<file path="config.mk">
export PLATFORM = sky130hd
export DESIGN_NAME = decode
export DESIGN_NICKNAME = d
export VERILOG_FILES = /design/src/rtl/decode.sv
export SDC_FILE = /design/constraint.sdc
export NUM_CORES = 1
export LEC_CHECK = 0
export ABC_AREA = 0
export CAP_MARGIN = 30
export CORE_MARGIN = 1.5
export CORE_UTILIZATION = 30
export DETAILED_ROUTE_END_ITERATION = 12
export SETUP_SLACK_MARGIN = 0.4
export SLEW_MARGIN = 20
export SYNTH_ARGS = -nofsm -noshare
export SYNTH_HDL_FRONTEND = slang
export SYNTH_SLANG_ARGS = --single-unit
</file>
<file path="constraint.sdc">
create_clock -name clk -period 6.3 [get_ports clk]
set_input_delay 0.63 -clock clk [delete_from_list [all_inputs] [get_ports clk]]
set_output_delay 0.63 -clock clk [all_outputs]
set_load 0.03 [all_outputs]
</file>
<file path="src/rtl/decode.sv">
// decode: bracket-resolving decode stage with a loop return-address stack and a zero-cell skip FSM.
// Optional macro DECODE_STACK_CHECK_EN adds sticky stack overflow/underflow detection on err.
//
// state  | meaning
// S_RUN  | normal decode: issue uops, push/branch/pop on loop brackets
// S_SKIP | forward-skipping a zero-cell loop body; all instructions dropped
module decode #(
  parameter int STACK_DEPTH = 16,
  parameter int SP_W        = 4
) (
  input  logic        clk,
  input  logic        rst_n,
  input  logic        core_en,
  input  logic [15:0] ins,
  input  logic [15:0] ins_pc,
  input  logic        cell_zero,
  output logic        branch_en,
  output logic [15:0] branch_val,
  output logic        stall,
  output logic        uop_valid,
  output logic [2:0]  uop_op,
  output logic [15:0] uop_imm,
  output logic        err
);

  localparam logic [3:0] OP_ADD    = 4'd1;
  localparam logic [3:0] OP_MOVE   = 4'd2;
  localparam logic [3:0] OP_LOPEN  = 4'd3;
  localparam logic [3:0] OP_LCLOSE = 4'd4;
  localparam logic [3:0] OP_OUT    = 4'd5;
  localparam logic [3:0] OP_IN     = 4'd6;
  localparam int         SD_W      = SP_W + 4;

`ifdef DECODE_STACK_CHECK_EN
  // One extra bit so a completely full stack (sp == STACK_DEPTH) is representable.
  localparam int SPC_W = SP_W + 1;
`else
  localparam int SPC_W = SP_W;
`endif

  typedef enum logic {S_RUN, S_SKIP} state_t;

  state_t            r_state, w_state_nxt;
  logic [SPC_W-1:0]  r_sp, w_sp_nxt;
  logic [SD_W-1:0]   r_skip_depth, w_skip_depth_nxt;
  logic              r_uop_valid, w_uop_valid_nxt;
  logic [2:0]        r_uop_op, w_uop_op_nxt;
  logic [15:0]       r_uop_imm, w_uop_imm_nxt;
  logic [15:0]       r_stack [STACK_DEPTH];

  logic [3:0]        w_op;
  logic              w_is_bracket;
  logic              w_hazard;
  logic              w_push;
  logic              w_branch_en;
  logic              w_stall;
  logic              w_sp_full;
  logic              w_sp_empty;
  logic [SP_W-1:0]   w_top_idx;

  assign w_op         = ins[15:12];
  assign w_is_bracket = (w_op == OP_LOPEN) || (w_op == OP_LCLOSE);
  // A bracket right behind an ADD/IN must wait for execute to refresh cell_zero.
  assign w_hazard     = core_en && (r_state == S_RUN) && w_is_bracket && r_uop_valid &&
                        ((r_uop_op == OP_ADD[2:0]) || (r_uop_op == OP_IN[2:0]));
  assign w_top_idx    = r_sp[SP_W-1:0] - 1'b1;

`ifdef DECODE_STACK_CHECK_EN
  logic r_err;
  logic w_err_set;

  assign w_sp_full  = (r_sp == SPC_W'(STACK_DEPTH));
  assign w_sp_empty = (r_sp == '0);
  assign err        = r_err;
`else
  assign w_sp_full  = 1'b0;
  assign w_sp_empty = 1'b0;
  assign err        = 1'b0;
`endif

  always_comb begin
    w_state_nxt      = r_state;
    w_sp_nxt         = r_sp;
    w_skip_depth_nxt = r_skip_depth;
    w_uop_valid_nxt  = 1'b0;
    w_uop_op_nxt     = 3'd0;
    w_uop_imm_nxt    = 16'd0;
    w_push           = 1'b0;
    w_branch_en      = 1'b0;
    w_stall          = 1'b0;
`ifdef DECODE_STACK_CHECK_EN
    w_err_set        = 1'b0;
`endif
    if (!core_en) begin
      w_state_nxt      = S_RUN;
      w_sp_nxt         = '0;
      w_skip_depth_nxt = '0;
    end else if (r_state == S_SKIP) begin
      if (w_op == OP_LOPEN) begin
        if (r_skip_depth != '1) begin
          w_skip_depth_nxt = r_skip_depth + 1'b1;
        end
      end else if (w_op == OP_LCLOSE) begin
        w_skip_depth_nxt = r_skip_depth - 1'b1;
        if (r_skip_depth == SD_W'(1)) begin
          w_state_nxt = S_RUN;
        end
      end
    end else if (w_hazard) begin
      w_stall = 1'b1;
    end else begin
      case (w_op)
        OP_ADD, OP_MOVE, OP_OUT, OP_IN: begin
          w_uop_valid_nxt = 1'b1;
          w_uop_op_nxt    = w_op[2:0];
          w_uop_imm_nxt   = {{4{ins[11]}}, ins[11:0]};
        end
        OP_LOPEN: begin
          if (cell_zero) begin
            w_state_nxt      = S_SKIP;
            w_skip_depth_nxt = SD_W'(1);
          end else if (w_sp_full) begin
`ifdef DECODE_STACK_CHECK_EN
            w_err_set = 1'b1;
`endif
          end else begin
            w_push   = 1'b1;
            w_sp_nxt = r_sp + 1'b1;
          end
        end
        OP_LCLOSE: begin
          if (w_sp_empty) begin
`ifdef DECODE_STACK_CHECK_EN
            w_err_set = 1'b1;
`endif
          end else if (!cell_zero) begin
            w_branch_en = 1'b1;
          end else begin
            w_sp_nxt = r_sp - 1'b1;
          end
        end
        default: ;
      endcase
    end
  end

  assign branch_en  = w_branch_en;
  assign branch_val = w_branch_en ? (r_stack[w_top_idx] + 16'd1) : 16'd0;
  assign stall      = w_stall;
  assign uop_valid  = r_uop_valid;
  assign uop_op     = r_uop_op;
  assign uop_imm    = r_uop_imm;

  always_ff @(posedge clk or negedge rst_n) begin
    if (!rst_n) begin
      r_state      <= S_RUN;
      r_sp         <= '0;
      r_skip_depth <= '0;
      r_uop_valid  <= 1'b0;
      r_uop_op     <= 3'd0;
      r_uop_imm    <= 16'd0;
    end else begin
      r_state      <= w_state_nxt;
      r_sp         <= w_sp_nxt;
      r_skip_depth <= w_skip_depth_nxt;
      r_uop_valid  <= w_uop_valid_nxt;
      r_uop_op     <= w_uop_op_nxt;
      r_uop_imm    <= w_uop_imm_nxt;
    end
  end

  // Stack contents are not reset; sp alone defines which entries are live.
  always_ff @(posedge clk) begin
    if (w_push) begin
      r_stack[r_sp[SP_W-1:0]] <= ins_pc;
    end
  end

`ifdef DECODE_STACK_CHECK_EN
  always_ff @(posedge clk or negedge rst_n) begin
    if (!rst_n) begin
      r_err <= 1'b0;
    end else if (w_err_set) begin
      r_err <= 1'b1;
    end
  end
`endif

endmodule

</file>
# After elaboration in Yosys (flattened, before gate mapping)
# Memories as Yosys holds them, arrays and structs flattened.
# Cells that the tools add are included.
# op_classes
bitwise_logic,1
reduce_logical,9
mux,49
eq_ne,19
addsub,5
# ops
cell,count
$mux W16,5
$mux W8,8
$mux W1,26
$mux W4,5
$add A16 B1 Y16 const B,1
$eq A4 B3 Y1 const B,3
$mux W3,4
$reduce_and A5 Y1,2
$ne A3 B1 Y1 const B,3
$ne A3 B3 Y1 const B,3
$add A8 B1 Y8 const B,1
$eq A4 B2 Y1 const B,2
$eq A8 B1 Y1 const B,1
$ne A8 B8 Y1 const B,1
$pmux W4 S2,1
$sub A8 B1 Y8 const B,1
$add A4 B1 Y4 const B,1
$eq A4 B1 Y1 const B,1
$logic_and A1 B1 Y1,4
$ne A2 B2 Y1 const B,2
$ne A4 B3 Y1 const B,1
$reduce_or A4 Y1,1
$sub A4 B1 Y4 const B,1
$eq A3 B1 Y1 const B,1
3 further kinds,4
# word_totals
reg_bits,33
memories,1
ram_bits,256
wordCells,90
# memory_table
memory,depth,width,rd,rd_clocked_by_memory_dff,write_ports,line,rtl
r_stack,16,16,1,0,1,49,logic [15:0] r_stack [STACK_DEPTH];

# Longest topological paths before layout
# depth
word_depth,10
ltp_mapped,17

# Least setup slack after synthesis
# Ideal clock, no wire load.
# synth_timing
kind,register to output
from,reg r_sp[0]
to,out branch_val[15]
stages_incl_launch_ff,16
arrival_ns,4.434
slack_ns,1.236
path_buffers,5
required_ns,5.670
path_cell_list,dfrtp_1 buf_2 buf_2 buf_4 inv_1 ha_1 xnor2_1 buf_2 buf_2 nand2_1 a32oi_1 a41oi_1 or4_4 nand2b_4 or4_1 a21oi_1
# synth_between
elab_chain_len,4
# synth_lines
element,line,rtl
from (decl),44,"logic [SPC_W-1:0] r_sp, w_sp_nxt;"
from (signal assigned),164,r_sp <= w_sp_nxt;
$sub A4 B1 Y4,66,assign w_top_idx = r_sp[SP_W-1:0] - 1'b1;
$mem_v2 Z16 W16,n/a,
$add A16 B1 Y16,148,assign branch_val = w_branch_en ? (r_stack[w_top_idx] + 16'd1) : 16'd0;
$mux W16,148,
to (decl),18,"output logic [15:0] branch_val,"
# Every way passes these cells.

# Worst setup path in the final report
# Ends and elaborated chain as after synthesis.

==> results.ini <==
[critical_path]
rr_worst_depth = 7
path_depth = 9
path_cells = buf_4, nor3_2, xor2_2, a41oi_1, or4_4, nand2b_4, or4_1, a21oi_1, clkdlybuf4s50_1
path_buf_inv = 2
worstPathRequired_ps = 5670
worstPathArrival_ps = 5030
slowest_delay_ps = 720
worstSetupEndpointType = output port
crit_path_max_fanout = 29
crit_slowest_cell = xor2_2
cpLargestDelayFamily = simple AND/OR/NAND/NOR gates
cp-start-kind = register
crit_type = register to output port

[grt]
grt_usage = 0.132
grt_pass1_vias = 6704
overflow = 0
antenna_found_initial = 5
grt_max_degree = 37
grt_pass1_wl_um = 41200

[sta]
hold_slack_ps = 472
max_freq_mhz = 177
tightest_slew_ps = 867
rsz0062_at_grt = no
tns_ps = 0
finClkSkew_ps = 10.3
finalSetupViolCount = 0
maxSlewHeadroom = 0.421
hold_viol = 0
finalCritPeriodShare = 0.898
slew_viol_final = 0
period_minus_slack_ps = 5660
fin_ws_ps = 645

[worst_hold_path]
hp-class = primary input to async pin

[routing]
avgViaCountPerCell = 4.89
wl_met1_um = 12000
drtIter0Drc = 563
route.detailed.drc = 0
routedWlPerCell_um = 19.9
vias = 6662
totalWireLength_um = 27100
firstDrtPassIters = 5
drtAntennaViolNets = 0
dr.max_layer_used = met5
wl_met2_um = 12800
wl_met3_um = 1680

[run]
drv_cap = 0

[floorplan]
die_area_um2 = 41000
core_area_um2 = 38900
rows = 72
die_h_um = 202
fp.dieW_um = 202
initial_core_util = 0.307
ios = 75

[yosys]
synth_cell_types = 63
yosysMostFrequentCell = edfxtp_1
synth_top_cell_by_area = edfxtp_1
async_flop_share = 0.102
synth-seq-area-share = 0.705
synth_cells = 721
synth_ff_type = edfxtp_1
synthTopCellsByCount = edfxtp_1, nand2_1, mux4_2
avgSynthCellArea_um2 = 16.5
synth-seq-cells = 285
synth_area_leaders = edfxtp_1, mux4_2, dfrtp_1
syn_nets = 765
synth_edf_count = 256
ys_warn_count = 0
synth_top_area_share = 0.644
mappedNetlistArea_um2 = 11900

[placement]
io_buffers = 73
place_hpwl_um = 17300
gp_congestion = 0.782
place_ws_ps = 1120

[power]
leakage_nw = 4.73
irDropWorstVdd_mv = 0.234
powerDensity_nw_per_um2 = 281

[clock_network]
clk_pin_slew_ps = 60
cts_max_level = 1
cts_tree = yes
worstSkewPairLatency_ps = 550
postCtsHoldBufs = 0
cts_buffer_depth = 3
clockRootBuffer = clkbuf_16
numClockSinks = 285
numCtsBuffers = 29

[final_layout]
drive_gt1_frac = 0.200
antenna_cells = 0
nets = 865
area_growth_pct = 20.6

[outcome]
status = finished clean

[worst paths after layout]
| check | slack (ps) | startpoint | end |
|---|---|---|---|
| worst max-delay path | 640 | r_sp[0] | branch_val[15] |
| worst min-delay path | 470 | rst_n | uop_imm[1] |
| worst max register to register | 3350 | r_state | r_stack[3][14] |
| worst min register to register | 540 | r_skip_depth[4] | r_skip_depth[4] |
| max in group asynchronous | 5500 | rst_n | r_sp[0] |
| min in group clk | 540 | r_skip_depth[4] | r_skip_depth[4] |
[logic make-up after synthesis]
kind of cell / Yosys count / share of synthesized area
other: 1 / 0.000314
xor gates and xnor gates: 15 / 0.0116
DFF: 285 / 0.705
muxes: 75 / 0.118
AOI/OAI and AO/OA: 75 / 0.0444
adders and majority gates: 8 / 0.00839
and+or+nand+nor: 212 / 0.0906
buffers and inverters: 50 / 0.0213
[final cells by class]
type                       count  area (um^2)
multi-input combinational    386         3360
timing repair buffer         109         1010
tap                          518          648
fill                        3652        24500
clock inverter                20          170
sequential                   285         8420
clock buffer                  34          744
inverter                      10         37.5
[report_power, final]
group	internal [W]	switching, W
Sequential	0.00207	0.00000502
Combinational	0.000140	0.000188
Clock	0.000932	0.000720
Total	0.00314	0.000913
[stage by stage]
| step | power, W | cells | area [um^2] | utilization |
|---|---|---|---|---|
| after floorplan | 0.00231 | 721 | 11900 | - |
| after global placement | 0.00243 | 1302 | 13400 | 0.344 |
| after detailed placement | 0.00243 | 1302 | 13400 | 0.345 |
| after CTS | 0.00407 | 1356 | 14300 | 0.368 |
| after global routing | 0.00418 | 1362 | 14400 | 0.370 |
| final | 0.00405 | 1362 | 14400 | 0.370 |
[state kept, by name, indices dropped and copies added (netlist names)]
register      cells
r_stack         256
r_state           1
r_skip_depth      8
uop_op            3
uop_imm          12
r_sp              4
uop_valid         1
[metal layers]
layer  up-vias  track usage
met5         -            0
met4         6       0.0246
met3        39       0.0269
met2       205        0.217
met1      3389        0.183
li1       3023            -
[what timing repair did]
action,CTS,global route
resized for setup,0,1
buffers inserted,0,6
endpoints found under the setup margin,0,2
[cells in the final DEF (no fill, tap or decap), types with 13 or more instances in the layout]
master             n
clkdlybuf4s50_1   73
mux2i_1           16
dfrtp_1           28
nand2_1           69
o21ai_0           18
and2_1            21
mux4_2            48
nor2_1            24
edfxtp_1         256
clkbuf_16         29
buf_4             35
nor3_1            13
nand3_1           17
(Power assumes the default switching activity.)
